`config.mk`:
```
export PLATFORM = sky130hd
export DESIGN_NAME = id_inst_buffer
export DESIGN_NICKNAME = d
export VERILOG_FILES = /design/src/rtl/id_inst_buffer_pkg.sv /design/src/rtl/id_buf_ram.sv /design/src/rtl/id_inst_buffer.sv
export SDC_FILE = /design/constraint.sdc
export NUM_CORES = 1
export LEC_CHECK = 0
export ABC_AREA = 1
export BUFFER_PORTS_ARGS = -buffer_cell sky130_fd_sc_hd__buf_4
export CORE_MARGIN = 5
export CORE_UTILIZATION = 45
export CTS_BUF_LIST = sky130_fd_sc_hd__clkbuf_4 sky130_fd_sc_hd__clkbuf_8
export CTS_CLUSTER_DIAMETER = 30
export CTS_CLUSTER_SIZE = 14
export DETAILED_ROUTE_END_ITERATION = 8
export GPL_ROUTABILITY_DRIVEN = 0
export PLACE_DENSITY = 0.73
export REMOVE_ABC_BUFFERS = 1
export SLEW_MARGIN = 10
export SYNTH_ARGS = -nofsm -noshare
export SYNTH_HDL_FRONTEND = slang
export SYNTH_SLANG_ARGS = --single-unit
```
`constraint.sdc`:
```
create_clock -name clk -period 15.5 [get_ports clk]
set_input_delay 1.55 -clock clk [delete_from_list [all_inputs] [get_ports clk]]
set_output_delay 1.55 -clock clk [all_outputs]
set_load 0.02 [all_outputs]
```
`src/rtl/id_inst_buffer_pkg.sv`:
```
// Shared types for the IF->ID instruction buffer.
// Holds the default depth and the head-source encoding.
package id_inst_buffer_pkg;

  localparam int ID_BUF_DEPTH = 4;

  typedef enum logic [1:0] {
    HEAD_NONE,
    HEAD_QUEUE,
    HEAD_BYPASS
  } head_src_e;

endpackage

```
`src/rtl/id_buf_ram.sv`:
```
// DEPTH x WIDTH register array, one write port, one async read port.
// Ports: clk, we/waddr/wdata write side, raddr/rdata read side. No data reset.
module id_buf_ram #(
  parameter int DEPTH = 4,
  parameter int WIDTH = 64,
  parameter int AW    = $clog2(DEPTH)
) (
  input  logic             clk,
  input  logic             we,
  input  logic [AW-1:0]    waddr,
  input  logic [WIDTH-1:0] wdata,
  input  logic [AW-1:0]    raddr,
  output logic [WIDTH-1:0] rdata
);

  logic [WIDTH-1:0] mem [DEPTH];

  always_ff @(posedge clk) begin
    if (we) mem[waddr] <= wdata;
  end

  assign rdata = mem[raddr];

endmodule

```
`src/rtl/id_inst_buffer.sv`:
```
// In-order IF->ID instruction queue with zero-bubble bypass, fetch credit
// and branch flush. Ports: clk/rst, IF side (if_valid, if_pc,
// inst_sram_rdata, fetch_allow), ID side (id_stall, flush, id_valid,
// id_pc, id_inst), count of queued entries.
module id_inst_buffer
  import id_inst_buffer_pkg::*;
#(
  parameter int DEPTH      = ID_BUF_DEPTH,
  parameter int PC_W       = 32,
  parameter int INST_W     = 32,
  parameter int DELAY_SLOT = 1
) (
  input  logic                       clk,
  input  logic                       rst,
  input  logic                       if_valid,
  input  logic [PC_W-1:0]            if_pc,
  input  logic [INST_W-1:0]          inst_sram_rdata,
  output logic                       fetch_allow,
  input  logic                       id_stall,
  input  logic                       flush,
  output logic                       id_valid,
  output logic [PC_W-1:0]            id_pc,
  output logic [INST_W-1:0]          id_inst,
  output logic [$clog2(DEPTH):0]     count
);

  localparam int AW = $clog2(DEPTH);
  localparam int CW = AW + 1;
  localparam int EW = PC_W + INST_W;
  localparam logic [CW:0] DEPTH_C = (CW+1)'(DEPTH);

  logic [AW-1:0]   rd_ptr, wr_ptr, rd_nx, wr_nx;
  logic [CW-1:0]   cnt, cnt_nx;
  logic            infl_v, infl_v_nx;
  logic [PC_W-1:0] infl_pc;
  logic [EW-1:0]   q_head;
  logic [CW:0]     occ;
  head_src_e       src;
  logic            consume, fire, do_flush;
  logic            deq, enq, we;

  id_buf_ram #(
    .DEPTH (DEPTH),
    .WIDTH (EW)
  ) u_ram (
    .clk   (clk),
    .we    (we & ~rst),
    .waddr (wr_ptr),
    .wdata ({infl_pc, inst_sram_rdata}),
    .raddr (rd_ptr),
    .rdata (q_head)
  );

  // Credit counts the in-flight response so it always has a slot.
  assign occ = {1'b0, cnt} + {{CW{1'b0}}, infl_v};
  assign fetch_allow = occ < DEPTH_C;

  always_comb begin
    src = HEAD_NONE;
    if (cnt != '0)  src = HEAD_QUEUE;
    else if (infl_v) src = HEAD_BYPASS;
  end

  always_comb begin
    id_valid = 1'b0;
    id_pc    = '0;
    id_inst  = '0;
    case (src)
      HEAD_QUEUE: begin
        id_valid = 1'b1;
        id_pc    = q_head[EW-1:INST_W];
        id_inst  = q_head[INST_W-1:0];
      end
      HEAD_BYPASS: begin
        id_valid = 1'b1;
        id_pc    = infl_pc;
        id_inst  = inst_sram_rdata;
      end
      default: ;
    endcase
  end

  assign consume  = id_valid & ~id_stall;
  assign fire     = if_valid & fetch_allow;
  assign do_flush = flush & consume;
  assign deq      = consume & (src == HEAD_QUEUE);
  assign enq      = infl_v & ~(consume & (src == HEAD_BYPASS));

  always_comb begin
    rd_nx     = rd_ptr + AW'(deq);
    wr_nx     = wr_ptr + AW'(enq);
    cnt_nx    = cnt + CW'(enq) - CW'(deq);
    infl_v_nx = fire;
    we        = enq;
    if (do_flush) begin
      if (DELAY_SLOT == 0) begin
        we        = 1'b0;
        rd_nx     = wr_ptr;
        wr_nx     = wr_ptr;
        cnt_nx    = '0;
        infl_v_nx = 1'b0;
      end else if (src == HEAD_QUEUE) begin
        if (cnt > CW'(1)) begin
          // Delay slot already queued: keep exactly that entry.
          we        = 1'b0;
          wr_nx     = rd_ptr + AW'(2);
          cnt_nx    = CW'(1);
          infl_v_nx = 1'b0;
        end else begin
          // Delay slot is the in-flight response if any, else the new fetch.
          infl_v_nx = fire & ~infl_v;
        end
      end
    end
  end

  always_ff @(posedge clk) begin
    if (rst) begin
      rd_ptr  <= '0;
      wr_ptr  <= '0;
      cnt     <= '0;
      infl_v  <= 1'b0;
      infl_pc <= '0;
    end else begin
      rd_ptr  <= rd_nx;
      wr_ptr  <= wr_nx;
      cnt     <= cnt_nx;
      infl_v  <= infl_v_nx;
      infl_pc <= if_pc;
    end
  end

  assign count = cnt;

endmodule
```
==> qor.yml, run 1 <==
status: "finished clean"
antennaDiodeCount: 0
cts_root_buffer: "sky130_fd_sc_hd__clkbuf_8"
fin_worst_skew_ns: 0.01564
post_synth_instance_area_um2: 12290
numCtsBuffers: 52
clock_latency_ns: 0.54
max-vdd-ir-drop_mv: 0.2271
port_buffers: 137
die-height_um: 175.3
worst-slew-pin-transition_ns: 1.026
drtAntennaViolNets: 0
floorplan.die_area_um2: 30730
tritoncts: "yes"
seq_area_frac_synth: 0.6904
rsz_0062_raised_after_global_routing: "false"
dp_worst_setup_slack_ns: 11.35
timing.final.setup_violations: 0
timing.reg2reg.setup_slack_ns: 12.03
synth-edff-count: 256
antenna_found_initial: 0
crit_fanout: 70
finalNonFillerCells: 1593
detail_route.iter0.violations: 605
cts_htree_levels: 2
cts.clk_slew.worst_paths_ns: 0.06
final_worst_hold_slack_ns: 0.5185
floorplan.initialDensity: 0.4562
largest_net_degree_at_the_start_of_global_routing: 76
core_region_area_um2: 26950
setup_tns_ns: 0
synth.top_cells.by_count: "339 x sky130_fd_sc_hd__nand2_1, 256 x sky130_fd_sc_hd__edfxtp_1, 213 x sky130_fd_sc_hd__nand3_1"
async_flop_share: 0
crit_path_end_kind: "output pin"
final_min_period_over_clock_period: 0.3031
detail_route.wirelength_um: 27650
cp.required_ns: 13.95
ys_seq_elements: 296
timing.setup.critical_path_class: "reg -> out"
filler_cell_count_in_the_final_layout: 2289
post_dp_hpwl_um: 15290
finalWorstPathRequiredPeriod_ns: 4.698
dpl.cell_count: 1497
crit_path_start: "count[1]"
worst_hold_path_type: "reg -> reg"
io-pin-count: 138
drcViolationCount: 0
max-slew-margin-rel: 0.3160
timing.max_cap.violations: 0
track_usage: 0.1774
netlist.area_leader.share: 0.6253
wire_length_of_the_first_global_routing_pass_um: 43860
synth_area_per_cell_um2: 11.42
flow.area_growth_from_synthesis_pct: 18.85
synthesis.yosys.warnings: 0
hold_wc_startpoint: "infl_pc[12]"
rows: 60
post_synth_num_cell_types: 23
drive_gt1_frac: 0.2420
max-clock-path-buffers: 3
timing.critical_path.from_type: "flop"
detailroute.via_count: 8251
fp.dieW_um: 175.3
postLayoutCoreUtil: 0.5422
timing.critical_path.arrival_ns: 3.15
area.sequential_um2: 8499
tritoncts_num_sinks: 296
finish.instance_area_um2: 14610
post_cts_resize_count: 0
count_of_endpoints_failing_hold_in_the_final_timing_report: 0
area_of_the_multi_input_gates_um2: 3181
ctsHoldBuffers: 0
placed_area_um2: 13410
grt_pass1_vias: 8350
worstReg2RegStart: "count[1]"
synth-main-ff-cell: "sky130_fd_sc_hd__edfxtp_1"
dr_wl_cell_um: 17.36
maxClockFrequency_ghz: 0.2129
post_dr_vias_cell: 5.180
nNetsFinal: 1284
global_route_total_overflow: 0
synth_top_area_cell: "sky130_fd_sc_hd__edfxtp_1"
total_power_consumption_mw: 2.610
postSynthCellCount: 1077
synthMostInstantiatedCell: "sky130_fd_sc_hd__nand2_1"
power.density_nw_per_um2: 178.6
cts_setup_buffers: 0
timing_max_transition_violations_final: 0
post_synth_main_area_contributors: "sky130_fd_sc_hd__edfxtp_1 63%, sky130_fd_sc_hd__nand2_1 10%, sky130_fd_sc_hd__nand3_1 8.7%"
power_leakage_nw: 5.785
minimum_setup_slack_in_the_final_design_ns: 10.80
dr.pass1.iters: 6
==> kinds of logic (layout without fill, tap and decap cells) <==
logic type,after synthesis,in the layout,synth area share
flip-flops,296,296,0.6904
XOR/XNOR,2,2,0.001425
AND/OR/NAND/NOR,653,653,0.2487
adder cells (fa/ha/maj),5,5,0.005699
buffers and inverters,118,293,0.05251
AO/OA/AOI/OAI,3,3,0.001221
==> per-layer routing <==
layer  routed length, um  vias to the layer above  global-route usage  part of all wire
li1                    -                     3976                   -                 -
met1               11750                     3961              0.2312              0.43
met2               13740                      280              0.3095              0.50
met3                1826                       34             0.03594             0.066
met4                 331                        0             0.03830             0.012
met5                   0                        -                   0                 0
==> worst paths after layout <==
check,endpoint,cells after the start
hold / removal,u_ram.mem[0][44],0
hold reg to reg,u_ram.mem[0][44],0
setup reg to reg,u_ram.mem[1][55],6
setup / recovery,id_inst[21],6
==> cell type report <==
cell class	instances	share of cell area
clock inverters	36	0.02723
inverters	49	0.01293
clock buffers	60	0.05523
multi-input cells	663	0.2177
flip-flops and latches	296	0.5817
well taps	341	0.02920
repair buffers	148	0.07604
==> sequential cells by signal (all words and copies together) (netlist names) <==
name and cells:
infl_pc 32, rd_ptr 2, count 3, wr_ptr 2, u_ram.mem 256, infl_v 1
==> worst max-delay path, cell delays in order, from the launching register on <==
cell and delay [ns]:
sky130_fd_sc_hd__dfxtp_1 0.41, sky130_fd_sc_hd__nor2_4 0.15, sky130_fd_sc_hd__nand2_4 0.49, sky130_fd_sc_hd__inv_4 1.00, sky130_fd_sc_hd__nand3_1 0.15, sky130_fd_sc_hd__nand2_1 0.13, sky130_fd_sc_hd__buf_4 0.14
==> power by group <==
| group | switching, mW | internal [mW] | leakage (nW) |
|---|---|---|---|
| clock | 0.325 | 0.473 | 0.593 |
| sequential | 0.0520 | 0.900 | 2.66 |
| combinational | 0.573 | 0.286 | 2.53 |
| total | 0.951 | 1.66 | 5.78 |
==> layout by cell type, fill, tap and decap left out, drive strengths merged <==
master	n
o21ai	1
xnor2	2
ha	4
edfxtp	256
dfxtp	40
clkinv	18
nor3	4
nand2	341
nor2	43
inv	51
fa	1
bufinv	7
clkinvlp	9
clkbuf	60
buf	148
nand4	2
a21oi	2
nand3	263
Power figures use the tool's default switching activity.
==> run 2: changes to the inputs <==
Clock period 15.5 ns to 4.75 ns, I/O delays scaled along.
==> run 2 against run 1 <==
Effect of this change: routed wire length is 0.41% lower; sequential power rose to 3.2 times the previous value; sequential cell count did not move; global-route usage fell by 0.15 points; via count is 0.56% lower; hold slack worse by 0.38 ns; design area shrank 0.94%; utilization is 0.51 points lower; register-to-register slack got worse by 10 ns; combinational power rose to 3.4 times the previous value; largest cell class unchanged.
==> qor.yml, run 2 (synthesis results as in run 1) <==
cts_setup_buffers: 0  # unchanged
post_dp_hpwl_um: 14790  # -3.3%
timing.final.setup_violations: 0  # unchanged
floorplan.initialDensity: 0.4562  # unchanged
max-vdd-ir-drop_mv: 0.3351  # +48%
antennaDiodeCount: 0  # unchanged
largest_net_degree_at_the_start_of_global_routing: 105  # +38%
timing.critical_path.arrival_ns: 2.89  # -0.26 ns
timing_max_transition_violations_final: 0  # unchanged
rows: 60  # unchanged
clock_power_share: 0.286  # -0.020
track_usage: 0.1760  # -0.001450
clock_latency_ns: 0.54  # about the same
status: "finished clean"
fp.dieW_um: 175.3  # unchanged
net-switching-power_mw: 3.082  # +220%
finish.instance_area_um2: 14470  # -0.94%
power.switching_fraction: 0.3699  # +0.005690
worst-slew-pin-transition_ns: 1.131  # +0.1054 ns
cts_root_buffer: "sky130_fd_sc_hd__clkbuf_8"
seq_power_share: 0.365  # about the same
timing.setup.critical_path_class: "reg -> out"
port_buffers: 137  # unchanged
power_leakage_nw: 5.731  # -0.93%
grt_pass1_vias: 8286  # -0.77%
dr_wl_cell_um: 17.38  # +0.15%
fin_worst_skew_ns: 0.02010  # +0.004457 ns
largest_register_ff_count: 256  # unchanged
global_route_total_overflow: 0  # unchanged
max-slew-margin-rel: 0.2458  # -0.07025
numCtsBuffers: 48  # -7.7%
count_of_endpoints_failing_hold_in_the_final_timing_report: 0  # unchanged
rsz_0062_raised_after_global_routing: "false"
crit_fanout: 96  # +37%
core_region_area_um2: 26950  # unchanged
antenna_found_initial: 0  # unchanged
detail_route.iter0.violations: 705  # +17%
placed_area_um2: 13400  # about the same
cts_htree_levels: 2  # unchanged
max-clock-path-buffers: 3  # unchanged
power_report.internal_total_mw: 5.250  # +220%
crit_path_end_kind: "output pin"
cp.required_ns: 4.28  # -9.67 ns
finalWorstPathRequiredPeriod_ns: 3.366
comb_power_share: 0.349  # +0.020
flow.area_growth_from_synthesis_pct: 17.73
tritoncts_num_sinks: 296  # unchanged
most-common-layout-cells: "339 x sky130_fd_sc_hd__nand2_1, 256 x sky130_fd_sc_hd__edfxtp_1, 213 x sky130_fd_sc_hd__nand3_1"
dp_worst_setup_slack_ns: 1.957  # -9.397 ns
maxClockFrequency_ghz: 0.2971
path_cells: "inv_4 > buf_4 > nand2_1 > nand3_1 > nand3_1 > nand2_1 > buf_4"
timing.max_cap.violations: 0  # unchanged
worst_hold_path_type: "in -> reg"
io-pin-count: 138  # unchanged
power.density_nw_per_um2: 575.7  # +220%
area_of_the_multi_input_gates_um2: 3181  # unchanged
wire_length_of_the_first_global_routing_pass_um: 43550  # -0.71%
drcViolationCount: 0  # unchanged
drive_gt1_frac: 0.2373  # -0.004684
slowest_delay_ns: 0.72  # -0.28 ns
layout.cells.most_common: "sky130_fd_sc_hd__nand2_1"
area.sequential_um2: 8499  # unchanged
timing.critical_path.from_type: "flop"
tritoncts: "yes"
die-height_um: 175.3  # unchanged
detail_route.wirelength_um: 27530  # -0.41%
ctsHoldBuffers: 0  # unchanged
crit_family: "buffers and inverters"
crit_path_slowest_cell: "sky130_fd_sc_hd__inv_4"
cts.clk_slew.worst_paths_ns: 0.07  # about the same
post_dr_vias_cell: 5.180  # about the same
filler_cell_count_in_the_final_layout: 2293  # +0.17%
minimum_setup_slack_in_the_final_design_ns: 1.384  # -9.418 ns
top_register: "u_ram.mem"
final_min_period_over_clock_period: 0.7086
nNetsFinal: 1279  # -0.39%
detailroute.via_count: 8205  # -0.56%
post_cts_resize_count: 0  # unchanged
dr.pass1.iters: 5  # -1
drtAntennaViolNets: 0  # unchanged
floorplan.die_area_um2: 30730  # unchanged
worst-path-buf-inv: 3  # +1
run 2: cell types whose count changed in the layout (fill, tap and decap cells not counted):
| cell | previous run | this run |
|---|---|---|
| sky130_fd_sc_hd__clkbuf_4 | 3 | 9 |
| sky130_fd_sc_hd__clkbuf_8 | 57 | 51 |
| sky130_fd_sc_hd__clkinvlp_4 | 9 | 5 |
| sky130_fd_sc_hd__bufinv_16 | 7 | 5 |
| sky130_fd_sc_hd__clkinv_2 | 8 | 6 |
| sky130_fd_sc_hd__buf_4 | 148 | 147 |
| sky130_fd_sc_hd__clkinv_1 | 5 | 4 |
| sky130_fd_sc_hd__inv_8 | 0 | 1 |
run 2: layout make-up:
type	instances	area share
Clock buffer	60	0.05316
Inverter	49	0.01305
Clock inverter	28	0.02109
Timing Repair Buffer	147	0.07624
Multi-Input combinational cell	663	0.2197
Tap cell	341	0.02948
Sequential cell	296	0.5872
run 2: power by group through the flow:
stage | Clock [mW] | Sequential [mW] | Combinational [mW]
after floorplan | 0 | 3.17 | 1.66
after global placement | 0 | 3.09 | 2.92
after detailed placement | 0 | 3.10 | 2.95
after CTS | 2.44 | 3.04 | 2.96
after global routing | 2.56 | 3.05 | 3.18
final | 2.38 | 3.04 | 2.90
run 2: stage by stage:
stage	hold slack, ns	power (mW)	setup TNS [ns]	std cells	util
2_1_floorplan	0.4608	4.828	-732.56	1008	-
5_1_grt	0.1105	8.796	0	1584	0.5370
3_3_place_gp	0.4790	6.010	0	1496	0.4972
4_1_cts	0.1029	8.435	0	1584	0.5370
6_report	0.1339	8.332	0	1584	0.5370
3_5_place_dp	0.4912	6.045	0	1496	0.4972
run 2: per-layer routing:
| layer | GRT usage | part of all wire |
|---|---|---|
| met5 | 0 | 0 |
| met4 | 0.05008 | 0.018 |
| met3 | 0.04111 | 0.066 |
| met2 | 0.2901 | 0.47 |
| met1 | 0.2353 | 0.44 |
run 2: worst paths after layout:
check | from | endpoint | slack (ns) | cells after the start
max | rd_ptr[0] | id_pc[10] | 1.38 | 7
max reg2reg | count[1] | u_ram.mem[1][27] | 2.05 | 6
min | if_pc[11] | infl_pc[11] | 0.13 | 3
min reg2reg | infl_pc[17] | u_ram.mem[3][49] | 0.51 | 0
run 2: worst register-to-register path: stages (launching register included):
cell and delay (ns):
sky130_fd_sc_hd__dfxtp_1 0.41, sky130_fd_sc_hd__nor2_4 0.16, sky130_fd_sc_hd__nand2_4 0.27, sky130_fd_sc_hd__nand2_2 0.25, sky130_fd_sc_hd__nand2_1 0.21, sky130_fd_sc_hd__nor3_2 0.16
sky130_fd_sc_hd__buf_4 0.78
==> run 3: changes to the inputs <==
Settings changed: PLACE_DENSITY 0.73 to 0.75.
Clock period 4.75 ns to 3.05 ns, I/O delays scaled along.
==> run 3 against run 2 <==
Effect of this change: largest power group is now combinational cells; critical path type unchanged; die area is the same; hold slack gained 0.052 ns; clock power grew 59%.
==> qor.yml, run 3 (synthesis results as in run 1) <==
cp.required_ns: 2.74  # -1.54 ns
fp.dieW_um: 175.3  # unchanged
timing.critical_path.arrival_ns: 2.49  # -0.40 ns
rows: 60  # unchanged
drtAntennaViolNets: 0  # unchanged
slowest_delay_ns: 0.51  # -0.21 ns
crit_fanout: 32  # -67%
wire_length_of_the_first_global_routing_pass_um: 43440  # -0.24%
floorplan.initialDensity: 0.4562  # unchanged
tritoncts_num_sinks: 296  # unchanged
track_usage: 0.1758  # -0.0001861
fin_worst_skew_ns: 0.02805  # +0.007953 ns
status: "finished clean"
cts_htree_levels: 2  # unchanged
minimum_setup_slack_in_the_final_design_ns: 0.2588  # -1.125 ns
rsz_0062_raised_after_global_routing: "false"
dr.pass1.iters: 5  # unchanged
crit_path_end_kind: "output pin"
top_register: "u_ram.mem"
dp_worst_setup_slack_ns: 0.6456  # -1.311 ns
drive_gt1_frac: 0.2274  # -0.009953
worst-slew-pin-transition_ns: 0.8493  # -0.2821 ns
finish.instance_area_um2: 15280  # +5.6%
max-vdd-ir-drop_mv: 0.6435  # +92%
postLayoutCoreUtil: 0.5670  # +0.02999
post_dp_hpwl_um: 14840  # +0.36%
timing.setup.critical_path_class: "reg -> out"
flow.area_growth_from_synthesis_pct: 24.30
detail_route.wirelength_um: 27490  # -0.16%
antenna_found_initial: 0  # unchanged
tritoncts: "yes"
maxClockFrequency_ghz: 0.3583
largest_register_ff_count: 256  # unchanged
placed_area_um2: 13530  # +0.98%
timing.critical_path.from_type: "flop"
path_cells: "nor2_4 > nand2_4 > clkinv_2 > buf_12 > nand3_2 > nand2_1 > buf_4"
grt_pass1_vias: 8340  # +0.65%
numCtsBuffers: 47  # -2.1%
crit_family: "buffers and inverters"
cts_root_buffer: "sky130_fd_sc_hd__clkbuf_8"
finalWorstPathRequiredPeriod_ns: 2.791
core_region_area_um2: 26950  # unchanged
drcViolationCount: 0  # unchanged
power_leakage_nw: 6.074  # +6.0%
post_dr_vias_cell: 5.092  # -1.7%
timing_max_transition_violations_final: 0  # unchanged
detailroute.via_count: 8433  # +2.8%
global_route_total_overflow: 0  # unchanged
detail_route.iter0.violations: 620  # -12%
timing.final.setup_violations: 0  # unchanged
port_buffers: 137  # unchanged
count_of_endpoints_failing_hold_in_the_final_timing_report: 0  # unchanged
most-common-layout-cells: "339 x sky130_fd_sc_hd__nand2_1, 256 x sky130_fd_sc_hd__edfxtp_1, 213 x sky130_fd_sc_hd__nand3_1"
final_min_period_over_clock_period: 0.9152
post_cts_resize_count: 0  # unchanged
floorplan.die_area_um2: 30730  # unchanged
worst-path-buf-inv: 3  # unchanged
cts.clk_slew.worst_paths_ns: 0.06  # about the same
nNetsFinal: 1351  # +5.6%
clock_latency_ns: 0.55  # about the same
crit_path_slowest_cell: "sky130_fd_sc_hd__dfxtp_1"
io-pin-count: 138  # unchanged
die-height_um: 175.3  # unchanged
antennaDiodeCount: 0  # unchanged
setup_tns_ns: 0  # unchanged
timing.max_cap.violations: 0  # unchanged
layout.cells.most_common: "sky130_fd_sc_hd__nand2_1"
dr_wl_cell_um: 16.60  # -4.5%
power.density_nw_per_um2: 867.6  # +51%
max-clock-path-buffers: 3  # unchanged
max-slew-margin-rel: 0.4338  # +0.1881
largest_net_degree_at_the_start_of_global_routing: 132  # +26%
worst_hold_path_type: "in -> reg"
run 3: cell count changes in the layout (fill, tap and decap cells not counted), sizes merged:
| cell | delta |
|---|---|
| buf | +8 |
| bufinv | +1 |
| clkbuf | -3 |
| clkinv | +2 |
| clkinvlp | -1 |
| dlygate4sd3 | +65 |
run 3: what timing repair did:
| item | CTS | global route |
|---|---|---|
| endpoints found under the setup margin | 0 | 0 |
| hold buffers | 65 | 0 |
| setup buffers | 0 | 0 |
| hold endpoints to repair | 161 | 0 |
run 3: area by class of cell:
class,instances,area (um2)
fillers,2153,11670
inverters,49,187.7
multi-input cells,663,3181
well taps,341,426.7
clock inverters,30,341.6
clock buffers,57,759.5
repair buffers,220,1889
flip-flops and latches,296,8497
run 3: worst reg2reg max path, cell delays in order (launching register included):
cell                      delay [ns]
sky130_fd_sc_hd__dfxtp_1        0.51
sky130_fd_sc_hd__nor2_4         0.07
sky130_fd_sc_hd__nand2_4        0.09
sky130_fd_sc_hd__buf_4          0.47
sky130_fd_sc_hd__nand2_1        0.19
sky130_fd_sc_hd__o21ai_1        0.18
sky130_fd_sc_hd__ha_1           0.18
sky130_fd_sc_hd__inv_1          0.05
sky130_fd_sc_hd__fa_1           0.37
sky130_fd_sc_hd__xnor2_1        0.16
sky130_fd_sc_hd__nor2_1         0.06
run 3: path summary, 6_finish.rpt:
| path | end | start | slack [ns] | cells after the start |
|---|---|---|---|---|
| max | id_pc[14] | count[1] | 0.26 | 7 |
| min | rd_ptr[0] | id_stall | 0.19 | 4 |
| max reg2reg | count[2] | count[1] | 0.61 | 10 |
| min reg2reg | u_ram.mem[3][48] | infl_pc[16] | 0.50 | 0 |
run 3: metal layers:
metal / up-vias / share of wire / GRT usage
met5: - / 0 / 0
met4: 0 / 0.018 / 0.04550
met2: 288 / 0.47 / 0.2903
met1: 3999 / 0.44 / 0.2393
met3: 47 / 0.071 / 0.03702
li1: 4099 / - / -
run 3: where the power goes:
part | switching, mW | internal (mW) | total, mW
combinational | 3.16 | 1.63 | 4.79
sequential | 0.107 | 4.57 | 4.68
clock | 1.58 | 2.21 | 3.79
total | 4.85 | 8.41 | 13.3
run 3: per-stage QoR:
stage / power (mW) / hold WS, ns / cells
6_report: 13.26 / 0.1863 / 1656
3_5_place_dp: 9.520 / 0.5039 / 1504
4_1_cts: 13.38 / 0.1483 / 1656
5_1_grt: 13.98 / 0.1900 / 1656
3_3_place_gp: 9.452 / 0.4904 / 1504
2_1_floorplan: 7.518 / 0.3741 / 1008
